[src/rtl/fetch_ctrl_if.sv]
// Fetch-side bus bundle: instruction-memory request/response channel and the
// valid/ready handshake towards decode.
interface fetch_ctrl_if #(
    parameter int ADDR_W = 32,
    parameter int DATA_W = 64
);
    logic              mem_req;
    logic [ADDR_W-1:0] mem_addr;
    logic              mem_gnt;
    logic              mem_rvalid;
    logic [DATA_W-1:0] mem_rdata;
    logic              inst_valid;
    logic              inst_ready;
    logic [ADDR_W-1:0] inst_pc;
    logic [DATA_W-1:0] inst_data;

    modport master (
        output mem_req, mem_addr,
        input  mem_gnt, mem_rvalid, mem_rdata,
        output inst_valid, inst_pc, inst_data,
        input  inst_ready
    );

    modport slave (
        input  mem_req, mem_addr,
        output mem_gnt, mem_rvalid, mem_rdata,
        input  inst_valid, inst_pc, inst_data,
        output inst_ready
    );
endinterface

[src/rtl/fetch_ctrl.sv]
// Instruction-fetch sequencer: one fetch per PC value, single outstanding request,
// stale responses dropped after a redirect, one-entry output buffer to decode.
module fetch_ctrl #(
    parameter int ADDR_W = 32,
    parameter int DATA_W = 64
) (
    input  logic              clk,
    input  logic              rst_n,
    input  logic [ADDR_W-1:0] pc,
    input  logic              pc_ce,
    input  logic              redirect,
    output logic              hold_pc,
    fetch_ctrl_if.master      bus,
    output logic [7:0]        drop_cnt
);
    typedef enum logic [1:0] {
        ST_IDLE = 2'd0,
        ST_WAIT = 2'd1,
        ST_DROP = 2'd2
    } state_t;

    state_t            state_r;
    logic              started_r;
    logic [ADDR_W-1:0] req_pc_r;
    logic              inst_valid_r;
    logic [ADDR_W-1:0] inst_pc_r;
    logic [DATA_W-1:0] inst_data_r;
    logic [7:0]        drop_cnt_r;

    logic idle_s;
    logic mem_req_s;
    logic issue_s;
    logic fill_s;
    logic discard_s;

    // Request gating plus classification of this cycle's response as fill or discard.
    always_comb begin
        idle_s    = (state_r == ST_IDLE);
        mem_req_s = started_r & pc_ce & idle_s & ~redirect & (~inst_valid_r | bus.inst_ready);
        issue_s   = mem_req_s & bus.mem_gnt;
        fill_s    = 1'b0;
        discard_s = 1'b0;
        case (state_r)
            ST_WAIT: begin
                fill_s    = bus.mem_rvalid & ~redirect;
                discard_s = bus.mem_rvalid & redirect;
            end
            ST_DROP: begin
                fill_s    = 1'b0;
                discard_s = bus.mem_rvalid;
            end
            default: begin
                fill_s    = 1'b0;
                discard_s = 1'b0;
            end
        endcase
    end

    // Outstanding-request tracker; a redirect turns a live request into a stale one.
    always_ff @(posedge clk or negedge rst_n) begin
        if (!rst_n) begin
            state_r   <= ST_IDLE;
            started_r <= 1'b0;
            req_pc_r  <= '0;
        end else begin
            started_r <= 1'b1;
            case (state_r)
                ST_IDLE: begin
                    if (issue_s) begin
                        state_r  <= ST_WAIT;
                        req_pc_r <= pc;
                    end
                end
                ST_WAIT: begin
                    if (bus.mem_rvalid) begin
                        state_r <= ST_IDLE;
                    end else if (redirect) begin
                        state_r <= ST_DROP;
                    end
                end
                ST_DROP: begin
                    if (bus.mem_rvalid) begin
                        state_r <= ST_IDLE;
                    end
                end
                default: state_r <= ST_IDLE;
            endcase
        end
    end

    // Output buffer: a fill never coincides with a drain because issue needs an empty or draining buffer.
    always_ff @(posedge clk or negedge rst_n) begin
        if (!rst_n) begin
            inst_valid_r <= 1'b0;
            inst_pc_r    <= '0;
            inst_data_r  <= '0;
        end else if (fill_s) begin
            inst_valid_r <= 1'b1;
            inst_pc_r    <= req_pc_r;
            inst_data_r  <= bus.mem_rdata;
        end else if (redirect || bus.inst_ready) begin
            inst_valid_r <= 1'b0;
        end
    end

    // Saturating count of discarded responses.
    always_ff @(posedge clk or negedge rst_n) begin
        if (!rst_n) begin
            drop_cnt_r <= 8'd0;
        end else if (discard_s && (drop_cnt_r != 8'hff)) begin
            drop_cnt_r <= drop_cnt_r + 8'd1;
        end
    end

    assign hold_pc        = ~issue_s & ~redirect;
    assign bus.mem_req    = mem_req_s;
    assign bus.mem_addr   = pc;
    assign bus.inst_valid = inst_valid_r;
    assign bus.inst_pc    = inst_pc_r;
    assign bus.inst_data  = inst_data_r;
    assign drop_cnt       = drop_cnt_r;

    fetch_ctrl_chk u_chk (
        .clk        (clk),
        .rst_n      (rst_n),
        .idle       (idle_s),
        .mem_rvalid (bus.mem_rvalid)
    );
endmodule

// Protocol checker: a response with no request outstanding is a memory-side error.
module fetch_ctrl_chk (
    input logic clk,
    input logic rst_n,
    input logic idle,
    input logic mem_rvalid
);
    a_no_rvalid_in_idle: assert property (@(posedge clk) disable iff (!rst_n) !(idle && mem_rvalid));
endmodule

[src/flat_wrapper.sv]
// flat-port wrapper written by rule: the top's interface ports become plain ports
module fetch_ctrl_flat 
#(
    parameter int ADDR_W = 32,
    parameter int DATA_W = 64
)
  (clk, rst_n, pc, pc_ce, redirect, hold_pc, drop_cnt, bus_mem_req, bus_mem_addr, bus_mem_gnt, bus_mem_rvalid, bus_mem_rdata, bus_inst_valid, bus_inst_pc, bus_inst_data, bus_inst_ready);
  fetch_ctrl_if #(.ADDR_W(ADDR_W), .DATA_W(DATA_W)) bus_i ();
  input  logic clk;
  input  logic rst_n;
  input  logic [ADDR_W-1:0] pc;
  input  logic pc_ce;
  input  logic redirect;
  output logic hold_pc;
  output logic [7:0] drop_cnt;
  output wire logic [$bits(bus_i.mem_req)-1:0] bus_mem_req;
  output wire logic [$bits(bus_i.mem_addr)-1:0] bus_mem_addr;
  input wire logic [$bits(bus_i.mem_gnt)-1:0] bus_mem_gnt;
  input wire logic [$bits(bus_i.mem_rvalid)-1:0] bus_mem_rvalid;
  input wire logic [$bits(bus_i.mem_rdata)-1:0] bus_mem_rdata;
  output wire logic [$bits(bus_i.inst_valid)-1:0] bus_inst_valid;
  output wire logic [$bits(bus_i.inst_pc)-1:0] bus_inst_pc;
  output wire logic [$bits(bus_i.inst_data)-1:0] bus_inst_data;
  input wire logic [$bits(bus_i.inst_ready)-1:0] bus_inst_ready;
  assign bus_mem_req = bus_i.mem_req;
  assign bus_mem_addr = bus_i.mem_addr;
  assign bus_i.mem_gnt = bus_mem_gnt;
  assign bus_i.mem_rvalid = bus_mem_rvalid;
  assign bus_i.mem_rdata = bus_mem_rdata;
  assign bus_inst_valid = bus_i.inst_valid;
  assign bus_inst_pc = bus_i.inst_pc;
  assign bus_inst_data = bus_i.inst_data;
  assign bus_i.inst_ready = bus_inst_ready;
  fetch_ctrl #(.ADDR_W(ADDR_W), .DATA_W(DATA_W)) u_core (.clk(clk), .rst_n(rst_n), .pc(pc), .pc_ce(pc_ce), .redirect(redirect), .hold_pc(hold_pc), .bus(bus_i), .drop_cnt(drop_cnt));
endmodule
[config.mk]
export PLATFORM = sky130hd
export DESIGN_NAME = fetch_ctrl_flat
export DESIGN_NICKNAME = d
export VERILOG_FILES = /design/src/rtl/fetch_ctrl_if.sv /design/src/rtl/fetch_ctrl.sv /design/src/flat_wrapper.sv
export SDC_FILE = /design/constraint.sdc
export NUM_CORES = 1
export LEC_CHECK = 0
export ABC_AREA = 1
export BUFFER_PORTS_ARGS = -buffer_cell sky130_fd_sc_hd__buf_2
export CAP_MARGIN = 20
export CORE_ASPECT_RATIO = 1.4
export CORE_MARGIN = 5
export CORE_UTILIZATION = 45
export CTS_CLUSTER_DIAMETER = 200
export DETAILED_ROUTE_END_ITERATION = 10
export GPL_TIMING_DRIVEN = 0
export PLACE_DENSITY = 0.8
export SYNTH_ARGS = -nofsm -noshare
export SYNTH_HDL_FRONTEND = slang
export SYNTH_SLANG_ARGS = --single-unit
[constraint.sdc]
create_clock -name clk -period 3.84 [get_ports clk]
set_input_delay 0.768 -clock clk [delete_from_list [all_inputs] [get_ports clk]]
set_output_delay 0.768 -clock clk [all_outputs]
set_load 0.05 [all_outputs]
After elaboration in Yosys (flattened, before gate mapping)
Index checks and enable logic that the tools add are counted.
Widths: inputs -> output; s select.
{ "op_classes": {"addsub": 1, "eq_ne": 6, "muxes": 9, "bitwise_logic": 12, "reduce_logical": 6} }
{ "ops": {"columns": ["op", "n"], "rows": [
  ["$add 8x1->8 const B", 1],
  ["$and 1x1->1", 8],
  ["$mux 2", 4],
  ["$ne 8x8->1 const B", 1],
  ["$pmux 2 s3", 1],
  ["$ne 2x2->1 const B", 2],
  ["$mux 1", 3],
  ["$ne 3x3->1 const B", 1],
  ["$not 1->1", 3],
  ["$reduce_and 3->1", 1],
  ["$eq 2x1->1 const B", 1],
  ["$eq 2x2->1 const B", 1],
  ["$logic_not 2->1", 1],
  ["$pmux 1 s2", 1],
  ["$reduce_and 2->1", 1],
  ["$reduce_bool 2->1", 1],
  ["$logic_and 1x1->1", 1],
  ["$logic_or 1x1->1", 1],
  ["$or 1x1->1", 1]
]} }
{ "word_totals": {"ff_bits": 140, "input_bits": 103} }

Longest topological paths before layout
Gate-level depths: netlist (run 1).
{ "logic_depth": {"word_depth": 7, "ltp_mapped": 10, "ltp_nobuf": 9} }

Worst setup path after synthesis (run 1)
No wires, ideal clock.
{ "synth_timing": {"kind": "input to output", "startpoint": "in bus_inst_ready", "endpoint": "out hold_pc", "arrival_time_ns": 2.056, "required_ns": 3.072, "path_slack_ns": 1.016, "cell_stages": 4, "n_path_buf": 0, "cell_sequence": "inv_1 > nand2_1 > and2_1 > a21oi_1"} }
{ "synth_via": {"elab_chain_cells": 5} }
{ "synth_lines": {"columns": ["element", "line", "source"], "rows": [
  ["from (decl)", "flat_wrapper.sv:24", "input wire logic [$bits(bus_i.inst_ready)-1:0] bus_inst_ready;"],
  ["$or 1x1->1", "fetch_ctrl.sv:39", "mem_req_s = started_r & pc_ce & idle_s & ~redirect & (~inst_valid_r | bus.inst_ready);"],
  ["$and 1x1->1", "fetch_ctrl.sv:39", null],
  ["net bus_mem_req", "flat_wrapper.sv:16", "output wire logic [$bits(bus_i.mem_req)-1:0] bus_mem_req;"],
  ["$and 1x1->1", "fetch_ctrl.sv:40", "issue_s = mem_req_s & bus.mem_gnt;"],
  ["$not 1->1", "fetch_ctrl.sv:115", "assign hold_pc = ~issue_s & ~redirect;"],
  ["$and 1x1->1", "fetch_ctrl.sv:115", null],
  ["to (decl)", "flat_wrapper.sv:14", "output logic hold_pc;"]
]} }
The timed path passes the listed nets, and every way through them passes these cells.

Worst setup path in the final report (run 1)
{ "layout_timing": {"startpoint": "reg u_core.state_r[0]", "endpoint": "out hold_pc"} }
{ "layout_via": {"elab_chain_cells": 7} }
{ "layout_lines": {"columns": ["element", "line", "source"], "rows": [
  ["from (decl)", "fetch_ctrl.sv:22", "state_t state_r;"],
  ["from (signal assigned)", "fetch_ctrl.sv:62", "state_r <= ST_IDLE;"],
  ["from (signal assigned)", "fetch_ctrl.sv:70", "state_r <= ST_WAIT;"],
  ["from (signal assigned)", "fetch_ctrl.sv:76", "state_r <= ST_IDLE;"],
  ["$logic_not 2->1", "fetch_ctrl.sv:38", "idle_s = (state_r == ST_IDLE);"],
  ["$and 1x1->1 (3 in a row)", "fetch_ctrl.sv:39", null],
  ["$and 1x1->1", "fetch_ctrl.sv:40", null],
  ["$not 1->1", "fetch_ctrl.sv:115", null],
  ["$and 1x1->1", "fetch_ctrl.sv:115", null]
]} }
No other way between the ends.

==> impl_metrics.toml, run 1 <==
[layout]
final_layout_size_suffix_gt1_share_pct = 56.6
nNetsFinal = 832
antennaDiodeCount = 0
stdcell_area_um2 = 7910
fillers = 996
syn_to_final_growth_pct = 35.1
utilization_pct = 61.7

[synth]
yosysWarnings = 0
synth_cell_types = 23
synth_ff_type = "dfrtp_1"
postSynthAreaPerCell_um2 = 12.6
postSynth.asyncResetShare_pct = 100
netlist_area_um2 = 5850
yosysSeqAreaShare_pct = 59.9
synth_top_area_share_pct = 59.9
ys_top_cells_by_area = "dfrtp_1, mux2_2, mux2_4"
synth_common_cells = "dfrtp_1, nand2_1, mux2_2, inv_1, o21ai_0"
syn_nets = 571
postSynthCellCount = 463
yosys.area.top_type = "dfrtp_1"
synth_edf_count = 0
synth_most_common_cell = "dfrtp_1"
synth_seq_cells = 140

[critical_path]
rr_startpoint = "u_core.state_r[1]"
cp-start-kind = "flip-flop"
timing.rr.end = "u_core.bus.inst_data[50]"
worstSetupEndpointType = "output pin"
reg2reg_depth = 8
path_max_fanout = 3
cp.arrival_ps = 1740
worstPathRequired_ps = 3070
reg2reg_setup_slack_ps = 1970
path_class = "reg2out"

[clocking]
clock_path_buffers = 2
cts_htree_levels = 4
postCtsSetupBuffers = 0
cts_sinks = 140
postCtsResizedCells = 0
insertion_delay_ps = 400
cts.hold.buffers_added = 0
cts_tree = "built"
root_buffer = "clkbuf_16"
numCtsBuffers = 17
clk_pin_slew_ps = 60

[place]
dpl_cell_area_um2 = 7280
place.gp.congestion = 0.750
io_buffers = 241
hpwl_um = 10300

[global_routing]
gr-usage-all-layers_pct = 17.9
antenna_found_initial = 0
overflow = 0
grt_pass1_wl_um = 22200
grt_pass1_vias = 4474
grt_start_max_net_pins = 76

[sta]
setup_violations = 0
final.min_clock_period_ps = 2500
fin_skew_ps = 8.06
slew_headroom_pct = 60.8
max_freq_ghz = 0.399
final_hold_viol_count = 0
report.final.slew_viol_count = 0
tns_ps = 0
rsz0062_at_grt = "no"
min_period_over_period_pct = 65.2
tightest_slew_ps = 588

[floorplanning]
die_x_um = 106
ioPinCount = 242
die_h_um = 145
start_util_pct = 45.7
die_area_um2 = 15400
rows = 49
core_area_um2 = 12800

[detailed_routing]
wire_per_inst_um = 15.3
drtIter0Drc = 131
first_pass_iters = 5
drc = 0
antenna_left = 0
totalWireLength_um = 13600
vias = 4163
vias_per_cell = 4.68

[power_and_ir_drop]
irDropWorstVdd_mv = 0.457
p_leak_nw = 4.40
powerDensity_nw_per_um2 = 1010
power_mw = 7.98

[status]
status = "completed"

[job]
cap_violations = 0

[min_path]
hold_class = "in2async"
==> worst max-delay path by stage <==
stage	end	cells past startpoint	slack, ps	startpoint
finish	hold_pc	7	1340	u_core.state_r[0]
global route	hold_pc	7	1240	u_core.state_r[0]
CTS	hold_pc	7	1310	u_core.state_r[0]
detailed placement	hold_pc	6	1510	bus_inst_ready
global placement	u_core.bus.inst_data[39]	1	230	rst_n
floorplan	hold_pc	4	1020	bus_inst_ready
==> flip-flops by register name, indices dropped and copies added, names as in the netlist <==
register and flops:
u_core.started_r 1, u_core.bus.inst_data 64, u_core.drop_cnt 8, u_core.state_r 2, u_core.bus.inst_pc 32, u_core.bus.inst_valid 1
u_core.req_pc_r 32
==> layer usage <==
layer | share of wire [%] | vias to the layer above | wire length (um) | track usage [%]
li1 | - | 2006 | - | -
met1 | 40 | 1978 | 5380 | 21.6
met2 | 52 | 157 | 7060 | 30.7
met3 | 6.2 | 22 | 837 | 4.40
met4 | 2.3 | 0 | 311 | 6.93
met5 | 0 | - | 0 | 0
==> layout by cell type, fill, tap and decap left out, drive strengths merged <==
| master | n |
|---|---|
| clkinvlp | 1 |
| and2 | 1 |
| conb | 1 |
| xnor2 | 3 |
| mux2 | 96 |
| nor2 | 6 |
| nand3 | 6 |
| dfrtp | 140 |
| ha | 5 |
| o21ai | 36 |
| a21oi | 2 |
| buf | 288 |
| bufinv | 4 |
| nand4 | 2 |
| xor2 | 2 |
| clkinv | 5 |
| clkbuf | 22 |
| nand2 | 70 |
| o21bai | 1 |
| inv | 46 |
==> power by group <==
part	switching [mW]	internal, mW	total (mW)
sequential	0.350	2.17	2.52
combinational	2.64	1.10	3.74
clock	0.618	1.09	1.71
total	3.61	4.36	7.98
==> metrics by stage <==
stage / hold WS, ps / cells / setup slack, ps
after CTS: 359 / 890 / 1310
final: 353 / 890 / 1340
after detailed placement: 471 / 858 / 1510
after global routing: 384 / 890 / 1240
after floorplan: 449 / 463 / 1020
after global placement: 461 / 857 / 226
==> area by class of cell <==
type                    instances  area (um^2)  share of cell area (%)
plain buffers                  49          347                    4.38
clock buffers                  19          433                    5.48
clock inverters                13          190                    2.41
inverters                      43          161                    2.04
multi-input cells             231         1840                    23.3
flip-flops and latches        140         3500                    44.3
well taps                     153          191                    2.42
repair buffers                242         1240                    15.7
==> worst max-delay path, cell delays in order, from the launching register on <==
cell	delay, ps
dfrtp_1	380
inv_1	90
ha_1	220
nand2_1	70
nor2_1	40
and2_1	140
a21oi_1	110
buf_2	270
==> cells by family (layout without fill, tap and decap cells) <==
group / count (synthesis) / after routing / synth area share (%)
DFF: 140 / 140 / 59.9
muxes: 96 / 96 / 20.3
buffers and inverters: 92 / 366 / 8.68
and+or+nand+nor: 85 / 85 / 5.79
AOI/OAI and AO/OA: 39 / 39 / 3.44
adders and majority gates: 5 / 5 / 1.07
xor gates and xnor gates: 5 / 5 / 0.748
other: 1 / 1 / 0.0641
Power figures use the tool's default switching activity.
==> inputs of run 2 (changes only) <==
==> constraint.sdc (replaced) <==
create_clock -name clk -period 2.4 [get_ports clk]
set_input_delay 0.48 -clock clk [delete_from_list [all_inputs] [get_ports clk]]
set_output_delay 0.48 -clock clk [all_outputs]
set_load 0.05 [all_outputs]
==> run 2 against run 1 <==
Routed wire length up 4.1%. Global-route usage increased by 0.48 points. Clock skew increased by 2.8 ps. Count of clock-buffer cells in the layout grew 1. Combinational power rose by 60%. Via count rose by 1.2%.
==> impl_metrics.toml, run 2 (synthesis results as in run 1) <==
[status]
status = "completed"

[detailed_routing]
antenna_left = 0
drtIter0Drc = 122
vias_per_cell = 4.73
vias = 4213
wire_per_inst_um = 15.9
first_pass_iters = 6
totalWireLength_um = 14100
drc = 0

[power_and_ir_drop]
powerDensity_nw_per_um2 = 1630
irDropWorstVdd_mv = 0.647
power_mw = 12.9
p_leak_nw = 4.40

[clocking]
cts_sinks = 140
postCtsResizedCells = 0
root_buffer = "clkbuf_16"
insertion_delay_ps = 410
cts.hold.buffers_added = 0
clock_path_buffers = 2
postCtsSetupBuffers = 0
cts_htree_levels = 4
numCtsBuffers = 17
clk_pin_slew_ps = 60
cts_tree = "built"

[floorplanning]
rows = 49
die_h_um = 145
die_x_um = 106
core_area_um2 = 12800
start_util_pct = 45.7
die_area_um2 = 15400
ioPinCount = 242

[min_path]
hold_class = "in2async"

[place]
place.gp.congestion = 0.747
placedCellCount = 858
hpwl_um = 10600
pre_cts_slack_ps = 493
io_buffers = 241
dpl_cell_area_um2 = 7290

[critical_path]
cp.arrival_ps = 1740
max_stage_delay_ps = 390
cp-start-kind = "flip-flop"
path_max_fanout = 3
cp_slowest_cell = "dfrtp_1"
path_class = "reg2out"
timing.rr.end = "u_core.bus.inst_data[47]"
worstPathRequired_ps = 1920
worstSetupEndpointType = "output pin"
reg2reg_depth = 8
cp_cell_sequence = "inv_1 -> ha_1 -> nand2_1 -> nor2_1 -> and2_1 -> a21oi_2 -> buf_2"
rr_startpoint = "u_core.state_r[1]"
reg2reg_setup_slack_ps = 480

[sta]
final_hold_viol_count = 0
fin_skew_ps = 10.8
max_freq_ghz = 0.450
setup_violations = 0
slew_headroom_pct = 55.3
final.min_clock_period_ps = 2220
tightest_slew_ps = 670
report.final.slew_viol_count = 0
tns_ps = 0
rsz0062_at_grt = "no"
fin_ws_ps = 176
min_period_over_period_pct = 92.7

[layout]
largest_reg_flops = 64
stdcell_area_um2 = 7930
nNetsFinal = 832
fillers = 1030
antennaDiodeCount = 0
final_layout_size_suffix_gt1_share_pct = 56.6
layout_common_cells = "buf_2, dfrtp_1, nand2_1, mux2_2, inv_1"
fin_cells = 890
final_common_cell = "buf_2"
syn_to_final_growth_pct = 35.6

[global_routing]
antenna_found_initial = 0
grt_pass1_wl_um = 22700
gr-usage-all-layers_pct = 18.4
overflow = 0
grt_start_max_net_pins = 73
grt_pass1_vias = 4603

[job]
cap_violations = 0
## run 2: layer usage
metal  share of wire, %  vias up  global-route usage, %  wire, um
li1                   -     1997                      -         -
met1                 39     2028                   20.8      5450
met2                 53      168                   33.1      7530
met3                6.4       20                   4.13       907
met4                1.8        0                   7.58       260
met5                  0        -                      0         0
## run 2: final cells by class
cell class / instances / area (um^2) / area share [%]
plain buffers: 49 / 347 / 4.37
well taps: 153 / 191 / 2.41
multi-input cells: 231 / 1840 / 23.2
flip-flops and latches: 140 / 3500 / 44.2
inverters: 43 / 161 / 2.03
clock buffers: 20 / 437 / 5.50
clock inverters: 12 / 210 / 2.65
repair buffers: 242 / 1240 / 15.6
## run 2: critical path, delay by kind of cell (launching register included)
family / cells / cell delay (ps)
buffers and inverters: 2 / 360
DFF: 1 / 390
adders and majority gates: 1 / 230
and+or+nand+nor: 3 / 260
AOI/OAI and AO/OA: 1 / 110
## run 2: through the flow
stage	hold slack, ps	util [%]
finish	84.1	61.9
global route	120	61.9
CTS	93.2	61.9
detailed placement	470	56.9
global placement	462	56.6
floorplan	184	-
## run 2: worst max path at each step
stage,endpoint,depth (start not counted),slack [ps],startpoint
after CTS,hold_pc,7,160,u_core.state_r[0]
after global routing,hold_pc,7,30,u_core.state_r[1]
after floorplan,hold_pc,3,250,u_core.bus.inst_valid
after detailed placement,u_core.bus.inst_data[47],8,490,u_core.state_r[1]
final,hold_pc,7,180,u_core.state_r[0]
after global placement,u_core.req_pc_r[12],1,-900,rst_n
## run 2: report_power, final
group	leakage (nW)	internal, mW	switching (mW)	total [mW]
Clock	0.310	1.86	0.995	2.86
Combinational	2.36	1.76	4.24	6.00
Sequential	1.73	3.48	0.592	4.07
